$ cat src/rtl/gpr_wb_arb_pkg.sv
// gpr_wb_arb_pkg
//   Shared constants and types for the GPR write-back path.
//   - Register file geometry (GPR_NUM, ADDR_W, DATA_W).
//   - Write-back source indices used to index grant vectors.
//   - Active-low enable levels and the reset-asserted level.
//   - wb_cmd_t: address/data pair carried by a write-back source.
package gpr_wb_arb_pkg;

  localparam int GPR_NUM = 32;
  localparam int ADDR_W  = $clog2(GPR_NUM);
  localparam int DATA_W  = 32;

  localparam int NUM_SRC = 3;
  localparam int SRC_ALU = 0;
  localparam int SRC_MEM = 1;
  localparam int SRC_DBG = 2;

  // Register-file enables in this codebase are active-low.
  localparam logic ENABLE_    = 1'b0;
  localparam logic DISABLE_   = 1'b1;
  localparam logic RST_ENABLE = 1'b1;

  typedef struct packed {
    logic [ADDR_W-1:0] addr;
    logic [DATA_W-1:0] data;
  } wb_cmd_t;

endpackage

$ cat src/rtl/gpr_wb_arb_scoreboard.sv
// gpr_scoreboard
//   One busy flop per general-purpose register, marking an in-flight write.
//   Ports:
//     clk, rst          clock, synchronous active-high reset (clears all bits)
//     i_set_valid/addr  reservation from decode: sets busy[addr]
//     i_clr_valid/addr  granted write-back: clears busy[addr]
//     o_busy            per-register busy vector
//     o_conflict        combinational: reservation targets an already-busy reg
//   A set and clear of the same register in one cycle leaves it busy.
module gpr_scoreboard
  import gpr_wb_arb_pkg::*;
(
  input  logic               clk,
  input  logic               rst,
  input  logic               i_set_valid,
  input  logic [ADDR_W-1:0]  i_set_addr,
  input  logic               i_clr_valid,
  input  logic [ADDR_W-1:0]  i_clr_addr,
  output logic [GPR_NUM-1:0] o_busy,
  output logic               o_conflict
);

  logic [GPR_NUM-1:0] r_busy;

  for (genvar gi = 0; gi < GPR_NUM; gi++) begin : g_busy
    logic w_set;
    logic w_clr;

    assign w_set = i_set_valid && (i_set_addr == ADDR_W'(gi));
    assign w_clr = i_clr_valid && (i_clr_addr == ADDR_W'(gi));

    // Set is checked first so a same-cycle reservation keeps the bit high.
    always_ff @(posedge clk) begin
      if (rst == RST_ENABLE) begin
        r_busy[gi] <= 1'b0;
      end else if (w_set) begin
        r_busy[gi] <= 1'b1;
      end else if (w_clr) begin
        r_busy[gi] <= 1'b0;
      end
    end
  end

  assign o_busy     = r_busy;
  assign o_conflict = (rst != RST_ENABLE) && i_set_valid && r_busy[i_set_addr];

endmodule

$ cat src/rtl/gpr_wb_arb.sv
// gpr_wb_arb
//   Write-back arbiter for the GPR file's single write port, plus the
//   register scoreboard used by decode for RAW hazard stalls.
//   Ports:
//     clk, rst                 clock, synchronous active-high reset
//     {alu,mem,dbg}_valid      source has a write pending (held until granted)
//     {alu,mem,dbg}_ready      combinational grant, at most one high
//     {alu,mem,dbg}_addr/data  destination register and write data
//     rsv_valid, rsv_addr      decode reserves a destination register
//     rsv_conflict             reservation hit an already-busy register
//     busy                     per-register pending-write flags
//     we_, wr_addr, wr_data    registered register-file write command (we_ active-low)
//   dbg has absolute priority; alu and mem alternate through a one-bit
//   last-grant pointer that only moves on alu/mem grants.
module gpr_wb_arb
  import gpr_wb_arb_pkg::*;
(
  input  logic               clk,
  input  logic               rst,
  input  logic               alu_valid,
  output logic               alu_ready,
  input  logic [ADDR_W-1:0]  alu_addr,
  input  logic [DATA_W-1:0]  alu_data,
  input  logic               mem_valid,
  output logic               mem_ready,
  input  logic [ADDR_W-1:0]  mem_addr,
  input  logic [DATA_W-1:0]  mem_data,
  input  logic               dbg_valid,
  output logic               dbg_ready,
  input  logic [ADDR_W-1:0]  dbg_addr,
  input  logic [DATA_W-1:0]  dbg_data,
  input  logic               rsv_valid,
  input  logic [ADDR_W-1:0]  rsv_addr,
  output logic               rsv_conflict,
  output logic [GPR_NUM-1:0] busy,
  output logic               we_,
  output logic [ADDR_W-1:0]  wr_addr,
  output logic [DATA_W-1:0]  wr_data
);

  wb_cmd_t            w_src_cmd [NUM_SRC];
  logic [NUM_SRC-1:0] w_gnt;
  logic               w_any_gnt;
  wb_cmd_t            w_cmd;

  // 1 = last alu/mem grant went to mem, so alu is favoured next.
  logic    r_last_mem;
  logic    r_we_;
  wb_cmd_t r_cmd;

  assign w_src_cmd[SRC_ALU] = '{addr: alu_addr, data: alu_data};
  assign w_src_cmd[SRC_MEM] = '{addr: mem_addr, data: mem_data};
  assign w_src_cmd[SRC_DBG] = '{addr: dbg_addr, data: dbg_data};

  always_comb begin
    w_gnt = '0;
    if (rst != RST_ENABLE) begin
      if (dbg_valid) begin
        w_gnt[SRC_DBG] = 1'b1;
      end else if (alu_valid && (!mem_valid || r_last_mem)) begin
        w_gnt[SRC_ALU] = 1'b1;
      end else if (mem_valid) begin
        w_gnt[SRC_MEM] = 1'b1;
      end
    end
  end

  assign w_any_gnt = |w_gnt;

  // Grant is one-hot, so an OR of masked commands is a clean mux.
  always_comb begin
    w_cmd = '0;
    for (int i = 0; i < NUM_SRC; i++) begin
      if (w_gnt[i]) begin
        w_cmd = w_cmd | w_src_cmd[i];
      end
    end
  end

  assign alu_ready = w_gnt[SRC_ALU];
  assign mem_ready = w_gnt[SRC_MEM];
  assign dbg_ready = w_gnt[SRC_DBG];

  always_ff @(posedge clk) begin
    if (rst == RST_ENABLE) begin
      r_last_mem <= 1'b1;
    end else if (w_gnt[SRC_ALU]) begin
      r_last_mem <= 1'b0;
    end else if (w_gnt[SRC_MEM]) begin
      r_last_mem <= 1'b1;
    end
  end

  // Address/data hold their last value when idle; only we_ returns high.
  always_ff @(posedge clk) begin
    if (rst == RST_ENABLE) begin
      r_we_ <= DISABLE_;
      r_cmd <= '0;
    end else if (w_any_gnt) begin
      r_we_ <= ENABLE_;
      r_cmd <= w_cmd;
    end else begin
      r_we_ <= DISABLE_;
    end
  end

  assign we_     = r_we_;
  assign wr_addr = r_cmd.addr;
  assign wr_data = r_cmd.data;

  gpr_scoreboard u_scoreboard (
    .clk         (clk),
    .rst         (rst),
    .i_set_valid (rsv_valid),
    .i_set_addr  (rsv_addr),
    .i_clr_valid (w_any_gnt),
    .i_clr_addr  (w_cmd.addr),
    .o_busy      (busy),
    .o_conflict  (rsv_conflict)
  );

endmodule

$ cat config.mk
export PLATFORM = sky130hd
export DESIGN_NAME = gpr_wb_arb
export DESIGN_NICKNAME = d
export VERILOG_FILES = /design/src/rtl/gpr_wb_arb_pkg.sv /design/src/rtl/gpr_wb_arb_scoreboard.sv /design/src/rtl/gpr_wb_arb.sv
export SDC_FILE = /design/constraint.sdc
export NUM_CORES = 1
export LEC_CHECK = 0
export ABC_CLOCK_PERIOD_IN_PS = 3100
export BUFFER_PORTS_ARGS = -buffer_cell sky130_fd_sc_hd__buf_2
export CELL_PAD_IN_SITES_DETAIL_PLACEMENT = 0
export CELL_PAD_IN_SITES_GLOBAL_PLACEMENT = 1
export CORE_MARGIN = 2
export CORE_UTILIZATION = 34
export DETAILED_ROUTE_END_ITERATION = 8
export GPL_ROUTABILITY_DRIVEN = 0
export GPL_TIMING_DRIVEN = 0
export HOLD_SLACK_MARGIN = 0.08
export PLACE_DENSITY = 0.83
export SLEW_MARGIN = 20
export SYNTH_ARGS = -nofsm -noshare
export SYNTH_HDL_FRONTEND = slang
export SYNTH_SLANG_ARGS = --single-unit
$ cat constraint.sdc
create_clock -name clk -period 3.1 [get_ports clk]
set_input_delay 0.155 -clock clk [delete_from_list [all_inputs] [get_ports clk]]
set_output_delay 0.155 -clock clk [all_outputs]
set_load 0.01 [all_outputs]
[After elaboration in Yosys (flattened, before gate mapping)]
Index checks and enable logic that the tools add are counted.
Word-level totals
  bits of input ports: 122
  word-level logic and storage cells: 285
  flip-flop bits (word level): 71
Operators by class
  equal/unequal tests: 62
  reductions and logical operators: 105
  muxes and demuxes: 78
  order comparisons: 1
  bitwise gates (word level): 3
Operators by type and width (number)
  $eq 5x5->1 const B: 32
  $mux 37: 3
  $eq 5x4->1 const B: 16
  $or 37x37->37: 2
  $mux 1: 72
  $logic_and 1x1->1: 67
  $reduce_bool 2->1: 33
  $eq 5x3->1 const B: 8
  $eq 5x2->1 const B: 4
  $eq 5x1->1 const B: 2
  $logic_not 5->1: 2
  $lt 5x6->1 const B: 1
  $bmux 1 s5: 1
  $mux 3: 1
  $reduce_or 3->1: 1
  $mux 2: 1
  $logic_not 1->1: 1
  $logic_or 1x1->1: 1
  $not 1->1: 1

[Longest topological paths before layout]
Gate-level depths: netlist of the first run.
  word-level depth: 15
  mapped depth: 9
  gate-level depth less buffers: 5

[Hierarchy]
From an unflattened synthesis of the first run, not the netlist that was laid out.
Unflattened totals
  cells, all modules: 484
  area, all modules: 4078.9 um2
By module, submodules not included
  gpr_wb_arb: times used 1, cells each 284, area an instance 2503.7 um2
  gpr_scoreboard: times used 1, cells each 200, area an instance 1575.3 um2

[Least setup slack after synthesis of the first run]
OpenSTA, ideal clock, no wires.
  kind: reg-to-reg
  start point: register r_last_mem
  end point: register u_scoreboard.r_busy[26], in the netlist u_scoreboard.o_busy[26]
  arrival: 1.617 ns
  cell stages (with the launch flop): 9
  buffers on the path: 3
  setup slack: 1.352 ns
  cells stage by stage: dfxtp_1 -> a21oi_1 -> and2_1 -> buf_2 -> buf_6 -> a221o_2 -> buf_4 -> nor3_1 -> a21oi_1
Between the ends
  word-level cells in the longest chain between the ends: 13
  elaborated cells between the ends (all ways): 15
  classes of those cells: eq/ne: 1; mux: 7; bitwise: 2; reduce/logical: 5
RTL lines
  from (decl): line gpr_wb_arb.sv:47  | logic r_last_mem;
  from (signal assigned): line gpr_wb_arb.sv:86  | r_last_mem <= 1'b1;
  from (signal assigned): line gpr_wb_arb.sv:88  | r_last_mem <= 1'b0;
  from (signal assigned): line gpr_wb_arb.sv:90  | r_last_mem <= 1'b1;
  $logic_or 1x1->1 (*): line gpr_wb_arb.sv:60  | end else if (alu_valid && (!mem_valid || r_last_mem)) begin
  $logic_and 1x1->1 (*): line gpr_wb_arb.sv:60
  $mux 1: line gpr_wb_arb.sv:60
  $mux 2 (*): line gpr_wb_arb.sv:58  | if (dbg_valid) begin
  $mux 3 (*): line gpr_wb_arb.sv:57  | if (rst != RST_ENABLE) begin
  $mux 37: line gpr_wb_arb.sv:74  | if (w_gnt[i]) begin
  $or 37x37->37: line gpr_wb_arb.sv:75  | w_cmd = w_cmd | w_src_cmd[i];
  $mux 37: line gpr_wb_arb.sv:74
  $or 37x37->37: line gpr_wb_arb.sv:75
  $mux 37: line gpr_wb_arb.sv:74
  $eq 5x5->1: line gpr_wb_arb_scoreboard.sv:30  | assign w_clr = i_clr_valid && (i_clr_addr == ADDR_W'(gi));
  $logic_and 1x1->1 (*): line gpr_wb_arb_scoreboard.sv:30
  $reduce_bool 2->1 (no line) (*)
  to (signal, indexed assignment): line gpr_wb_arb_scoreboard.sv:35  | r_busy[gi] <= 1'b0;
  to (signal, indexed assignment): line gpr_wb_arb_scoreboard.sv:37  | r_busy[gi] <= 1'b1;
  to (signal, indexed assignment): line gpr_wb_arb_scoreboard.sv:39  | r_busy[gi] <= 1'b0;
  to (decl): line gpr_wb_arb_scoreboard.sv:23  | logic [GPR_NUM-1:0] r_busy;
Every way passes the cells marked *; elsewhere a longest branch is shown, timed or not.
A chain may end at the register's enable or synchronous reset.

[Final worst setup path of the first run]
  start point: register r_last_mem
  end point: output alu_ready
Between the ends
  word-level cells in the longest chain between the ends: 5
RTL lines
  $logic_or 1x1->1: line gpr_wb_arb.sv:60
  $logic_and 1x1->1: line gpr_wb_arb.sv:60
  $mux 1: line gpr_wb_arb.sv:60
  $mux 2: line gpr_wb_arb.sv:58
  $mux 3: line gpr_wb_arb.sv:57
  to (decl): line gpr_wb_arb.sv:21  | output logic alu_ready,
Every way passes these cells.

==> results.md, run 1 <==
* Synth top area cells: dfxtp_1 (40%), a22oi_1 (13%), a21oi_1 (8.8%)
* CTS resizes at 0
* Slew @ Worst Pin at 630.8 ps
* Vias in the first global route at 4183
* # port buffers at 193
* Power per cell area at 437.9 nW/um^2
* Nets at 740
* Sequential share of the synthesized area at 39.62%
* FF-to-FF path depth at 6
* Status: complete, no violations
* Total GRT Usage at 24.24%
* Clock Sink Count at 71
* Core area at 10280 um^2
* Yosys reg bits at 71
* Clock Latency Late Sink at 350 ps
* Fmax at 458.5 MHz
* Crit path arrival time at 2030 ps
* Clock root cell: clkbuf_8
* Boundary pin count at 196
* Pleak at 2.261 nW
* Cell count after synthesis at 414
* HPWL after DPL at 10560 um
* Synth warnings at 0
* Worst reg-to-reg setup slack at 990 ps
* Hold path start: alu_data[10]
* Area delta synth->final at 37.18%
* Initial DRC count at 261
* IR drop worst, VDD at 170.3 uV
* CTS clk-pin slew, worst paths at 80 ps
* Drt total wl at 13560 um
* Postcts setup bufs at 0
* Hold Vio Cnt, Final at 0
* Vias per cell at 5.498
* Max_cap viols at 0
* Clock tree buffer depth at 2
* CTS tree: built
* Total chip power at 0.002155 W
* Critical Path Fanout Max at 10
* CTS hold repair buffers at 0
* Drt wl/cell at 17.87 um
* CP Launch Type: register
* Finished Layout Cells at 759
* Final Max Tran Viols at 0
* Worst Hold Path Cells at 3
* Initial antenna violation count at 2
* RSZ-0062 raised after global routing: no
* GRT overflow at 0
* Syn Std Cell Area at 3587 um^2
* Commonest non-fill, non-tap cells in the layout: buf_2 (203), dfxtp_1 (71), a22oi_1 (64), a21oi_1 (63), nor2_1 (43)
* Post-synth top area cell: dfxtp_1
* Syn nets at 536
* CTS buffer count at 9
* H-tree levels at 3
* # setup viols final at 0
* Critical path required time at 2940 ps
* Top cell type's share of synthesized area at 39.62%
* Area of placed instances at 4723 um^2
* Slew margin rel. at 57.95%
* Die Y at 106.7 um
* Die W at 106.7 um
* Number of distinct library cells after synthesis at 36
* Post-Syn Area per Cell at 8.665 um^2
* DRC at 0
* Dpl cells at 743
* Row count at 37
* Crit path capture type: primary output
* Total Neg Setup Slack at 0 ps
* Critical path startpoint: r_last_mem
* Die Footprint at 11390 um^2
* Final Critical Period at 2181 ps
* Antenna cell count at 0
* Clock skew at 8.369 ps
* Worst Hold Path EP: wr_data[10]
* Worst r2r dst: u_scoreboard.o_busy[4]
* Worst min path class: input pin to register
* Share of cells above drive strength 1 at 39.17%
* First-pass GRT wire length at 21750 um
* Most common cell after layout, fill and taps aside: buf_2
* Design area at 4921 um^2
* Routed Antenna Nets at 0
* Largest net degree at the start of global routing at 13
* Final period util at 70.35%
* First-pass DRT Iterations at 5
* CP Class: register to primary output
* R2r startpoint: r_last_mem
* Routed via count at 4173
* Initial Util at 34.90%
==> synth_stat cells <==
master / n
a211oi_1: 7
a211oi_2: 2
a21oi_1: 63
a221o_1: 2
a221o_2: 2
a221oi_2: 4
a222oi_1: 1
a22oi_1: 64
a311oi_1: 1
a31oi_1: 1
and2_1: 5
and3_1: 1
and4_1: 4
buf_1: 1
buf_2: 10
buf_4: 4
buf_6: 1
clkbuf_1: 20
dfxtp_1: 71
inv_1: 2
inv_2: 1
mux4_2: 8
nand2_1: 13
nand2b_1: 3
nand3_1: 5
nand3b_1: 1
nand4_1: 1
nor2_1: 43
nor2b_1: 6
nor3_1: 37
nor3_2: 1
nor4b_4: 1
nor4bb_1: 1
o21ai_0: 2
o21bai_1: 24
or2_2: 1
==> metal layers <==
metal	global-route usage, %	share of wire (%)
met1	28.54	40
met2	41.36	49
met3	7.477	9.0
met4	9.091	2.2
met5	0	0.18
==> cell type report <==
type | instances | area (um^2)
sequential | 71 | 1421
multi-input combinational | 304 | 1984
inverter | 3 | 11.26
clock inverter | 6 | 60.06
timing repair buffer | 193 | 965.9
fill | 1056 | 5356
tap | 136 | 170.2
clock buffer | 10 | 137.6
buffer | 36 | 170.2
==> report_power, final <==
group | switching [W] | internal [W]
clock network | 0.000373 | 0.000389
registers | 0.0000239 | 0.000955
logic | 0.000231 | 0.000182
==> kinds of logic (layout without fill, tap and decap cells) <==
family / Yosys count / in the layout / share of synthesized area [%]
AO/OA/AOI/OAI: 173 / 173 / 33.21
AND/OR/NAND/NOR: 123 / 123 / 17.09
flip-flops: 71 / 71 / 39.62
buffers and inverters: 39 / 248 / 5.057
multiplexers: 8 / 8 / 5.023
==> state kept, by name (all words and copies together), names as in the netlist <==
name and flops:
r_last_mem 1, wr_data 32, we_ 1, wr_addr 5, u_scoreboard.o_busy 32
==> worst max-delay path: stages (launching register included) <==
cell and delay, ps:
dfxtp_1 380, nor2b_1 90, nor4b_4 510, buf_4 280, buf_2 240, buf_2 170
==> worst max path at each step <==
stage                               to  slack (ps)
6_report                     alu_ready         920
5_1_grt                      alu_ready         770
4_1_cts                      alu_ready         890
3_5_place_dp   u_scoreboard.o_busy[12]        1000
3_3_place_gp    u_scoreboard.o_busy[9]        1030
2_1_floorplan  u_scoreboard.o_busy[26]        1350
==> through the flow <==
step / setup slack (ps) / hold WS [ps] / util (%)
global placement: 1031 / 438.5 / 45.96
finish: 919.2 / 93.22 / 47.88
CTS: 892.6 / 81.95 / 47.88
detailed placement: 1001 / 447.0 / 45.96
global route: 773.7 / 89.37 / 47.88
floorplan: 1352 / 353.9 / -
No activity file was read; power rests on OpenSTA's default activity.
==> run 2, diff against run 1 <==
- ABC_CLOCK_PERIOD_IN_PS: 3100 -> 2000
- CORE_UTILIZATION: 34 -> 28
- PLACE_DENSITY: 0.83 -> 0.73
- clock period: 3.1 -> 2 ns (I/O delays scaled with it)
==> results.md, run 2 (same netlist as run 1, synthesis figures left out) <==
* Status: complete, no violations (unchanged)
* Crit path capture type: register (was primary output)
* Sw Share at 27.23% (was 29.15%)
* Initial DRC count at 299 (was 261)
* Met3 Usage GRT at 5.716% (was 7.477%)
* Comb power frac at 20.5% (was 19.2%)
* Initial antenna violation count at 0 (was 2)
* Die Y at 117.2 um (was 106.7 um)
* HPWL after DPL at 11130 um (was 10560 um)
* Worst min path class: input pin to register (unchanged)
* M1 GR Usage at 26.76% (was 28.54%)
* Slew @ Worst Pin at 654.3 ps (was 630.8 ps)
* Dpl ws at -135.5 ps (was 1001 ps)
* Die Footprint at 13730 um^2 (was 11390 um^2)
* GRT overflow at 0 (unchanged)
* Vias in the first global route at 4499 (was 4183)
* Routed Antenna Nets at 0 (unchanged)
* CTS clk-pin slew, worst paths at 60 ps (was 80 ps)
* Final worst slack at 54.57 ps (was 919.2 ps)
* CP Class: register to register (was register to primary output)
* Reg power frac at 38.2% (was 45.4%)
* Nets at 817 (was 740)
* Share of cells above drive strength 1 at 38.77% (was 39.17%)
* FILL cells at 1226 (was 1056)
* Drt total wl at 15860 um (was 13560 um)
* Total Neg Setup Slack at 0 ps (unchanged)
* Die W at 117.2 um (was 106.7 um)
* Antenna cell count at 0 (unchanged)
* First-pass GRT wire length at 23610 um (was 21750 um)
* Boundary pin count at 196 (unchanged)
* Clock root cell: clkbuf_16 (was clkbuf_8)
* Hold Vio Cnt, Final at 0 (unchanged)
* Critical Path Fanout Max at 10 (unchanged)
* Routed via count at 4525 (was 4173)
* Switching power of the nets at 0.001087 W (was 0.0006281 W)
* # port buffers at 193 (unchanged)
* Crit-path cells: a21oi_1, and2_1, buf_4, buf_6, a221o_2, buf_4, nor3_1, a21oi_1 (was nor2b_1, nor4b_4, buf_4, buf_2, buf_2)
* CTS tree: built (unchanged)
* RSZ-0062 raised after global routing: yes (was no)
* Clock Power Share at 41.4% (was 35.4%)
* DRC at 0 (unchanged)
* Crit-path slowest cell: a221o_2 (was nor4b_4)
* Commonest non-fill, non-tap cells in the layout: buf_2 (199), dfxtp_1 (70), dlygate4sd3_1 (68), a22oi_1 (64), a21oi_1 (63) (was buf_2 (203), dfxtp_1 (71), a22oi_1 (64), a21oi_1 (63), nor2_1 (43))
* Core area at 12570 um^2 (was 10280 um^2)
* Clock Sink Count at 71 (unchanged)
* Area delta synth->final at 66.48% (was 37.18%)
* Largest net degree at the start of global routing at 12 (was 13)
* Power per cell area at 668.6 nW/um^2 (was 437.9 nW/um^2)
* Drt wl/cell at 18.21 um (was 17.87 um)
* Met2 usage at 39.23% (was 41.36%)
* Total GRT Usage at 22.67% (was 24.24%)
* Max_cap viols at 0 (unchanged)
* CP Launch Type: register (unchanged)
* Largest stage delay, worst path at 410 ps (was 510 ps)
* Initial Util at 28.54% (was 34.90%)
* # setup viols final at 0 (unchanged)
* Critical path required time at 2220 ps (was 2940 ps)
* Clock tree buffer depth at 2 (unchanged)
* Crit path arrival time at 2170 ps (was 2030 ps)
* First-pass DRT Iterations at 7 (was 5)
* Fmax at 514.0 MHz
* Final period util at 97.27%
* Vias per cell at 5.195 (was 5.498)
* Clock skew at 11.17 ps (was 8.369 ps)
* Pleak at 2.698 nW (was 2.261 nW)
* CTS buffer count at 9 (unchanged)
* Multi-input gate area at 2112 um^2 (was 1984 um^2)
* Cell-internal power at 0.002906 W (was 0.001527 W)
* H-tree levels at 3 (unchanged)
* Grt peak-use layer: met2 (unchanged)
* Row count at 41 (was 37)
* Slew margin rel. at 56.38% (was 57.95%)
* Most common cell after layout, fill and taps aside: buf_2 (unchanged)
* Clock Latency Late Sink at 350 ps (about the same)
* FF/Latch Area at 1423 um^2 (was 1421 um^2)
* Final Critical Period at 1945 ps
* IR drop worst, VDD at 381.0 uV (was 170.3 uV)
* Final Max Tran Viols at 0 (unchanged)
## run 2: critical path: cells and delay by family (launching register included)
kind                   cells  cell delay (ps)
buffers and inverters      3              540
flip-flops                 1              350
AO/OA/AOI/OAI              3              560
AND/OR/NAND/NOR            2              370
## run 2: per-stage QoR
stage / instance area, um^2 / total power [W] / utilization (%) / std cells / hold WS [ps]
after detailed placement: 4768 / 0.002201 / 37.94 / 779 / 395.2
after CTS: 5836 / 0.003966 / 46.43 / 870 / 80.59
after floorplan: 3587 / 0.001890 / - / 414 / 298.9
after global routing: 5972 / 0.004137 / 47.52 / 871 / 109.4
final: 5972 / 0.003993 / 47.52 / 871 / 82.28
after global placement: 4768 / 0.002189 / 37.94 / 779 / 384.2
## run 2: power groups by stage
stage | sequential, W | combinational, W | clock [W]
3_5_place_dp | 0.00155 | 0.000648 | 0
3_3_place_gp | 0.00155 | 0.000638 | 0
4_1_cts | 0.00152 | 0.000772 | 0.00167
2_1_floorplan | 0.00158 | 0.000312 | 0
6_report | 0.00152 | 0.000817 | 0.00165
5_1_grt | 0.00153 | 0.000885 | 0.00172
## run 2: layout make-up
cell class	instances	share of cell area [%]
repair buffers	270	28.87
clock buffers	11	4.232
flip-flops and latches	71	23.82
well taps	172	3.604
inverters	3	0.1886
plain buffers	36	3.164
multi-input cells	304	35.37
clock inverters	4	0.7542
## run 2: path summary, 6_finish.rpt
kind / cells past startpoint / end / slack, ps / from
min reg2reg: 2 / wr_addr[2] / 450 / wr_addr[2]
max reg2reg: 8 / u_scoreboard.o_busy[13] / 50 / r_last_mem
min: 3 / wr_data[31] / 80 / alu_data[31]
max: 8 / u_scoreboard.o_busy[13] / 50 / r_last_mem
## run 2: repair_timing
item / CTS / global route
hold endpoints to repair: 30 / 0
pin swaps: 1 / 3
endpoints found under the setup margin: 27 / 33
setup buffers: 6 / 1
hold buffers: 70 / 0
gates resized for setup: 3 / 34
## run 2: layer usage
layer	routed length, um	vias to the layer above
li1	-	2132
met1	6282	2143
met2	7954	224
met3	1282	26
met4	338	0
met5	0	-
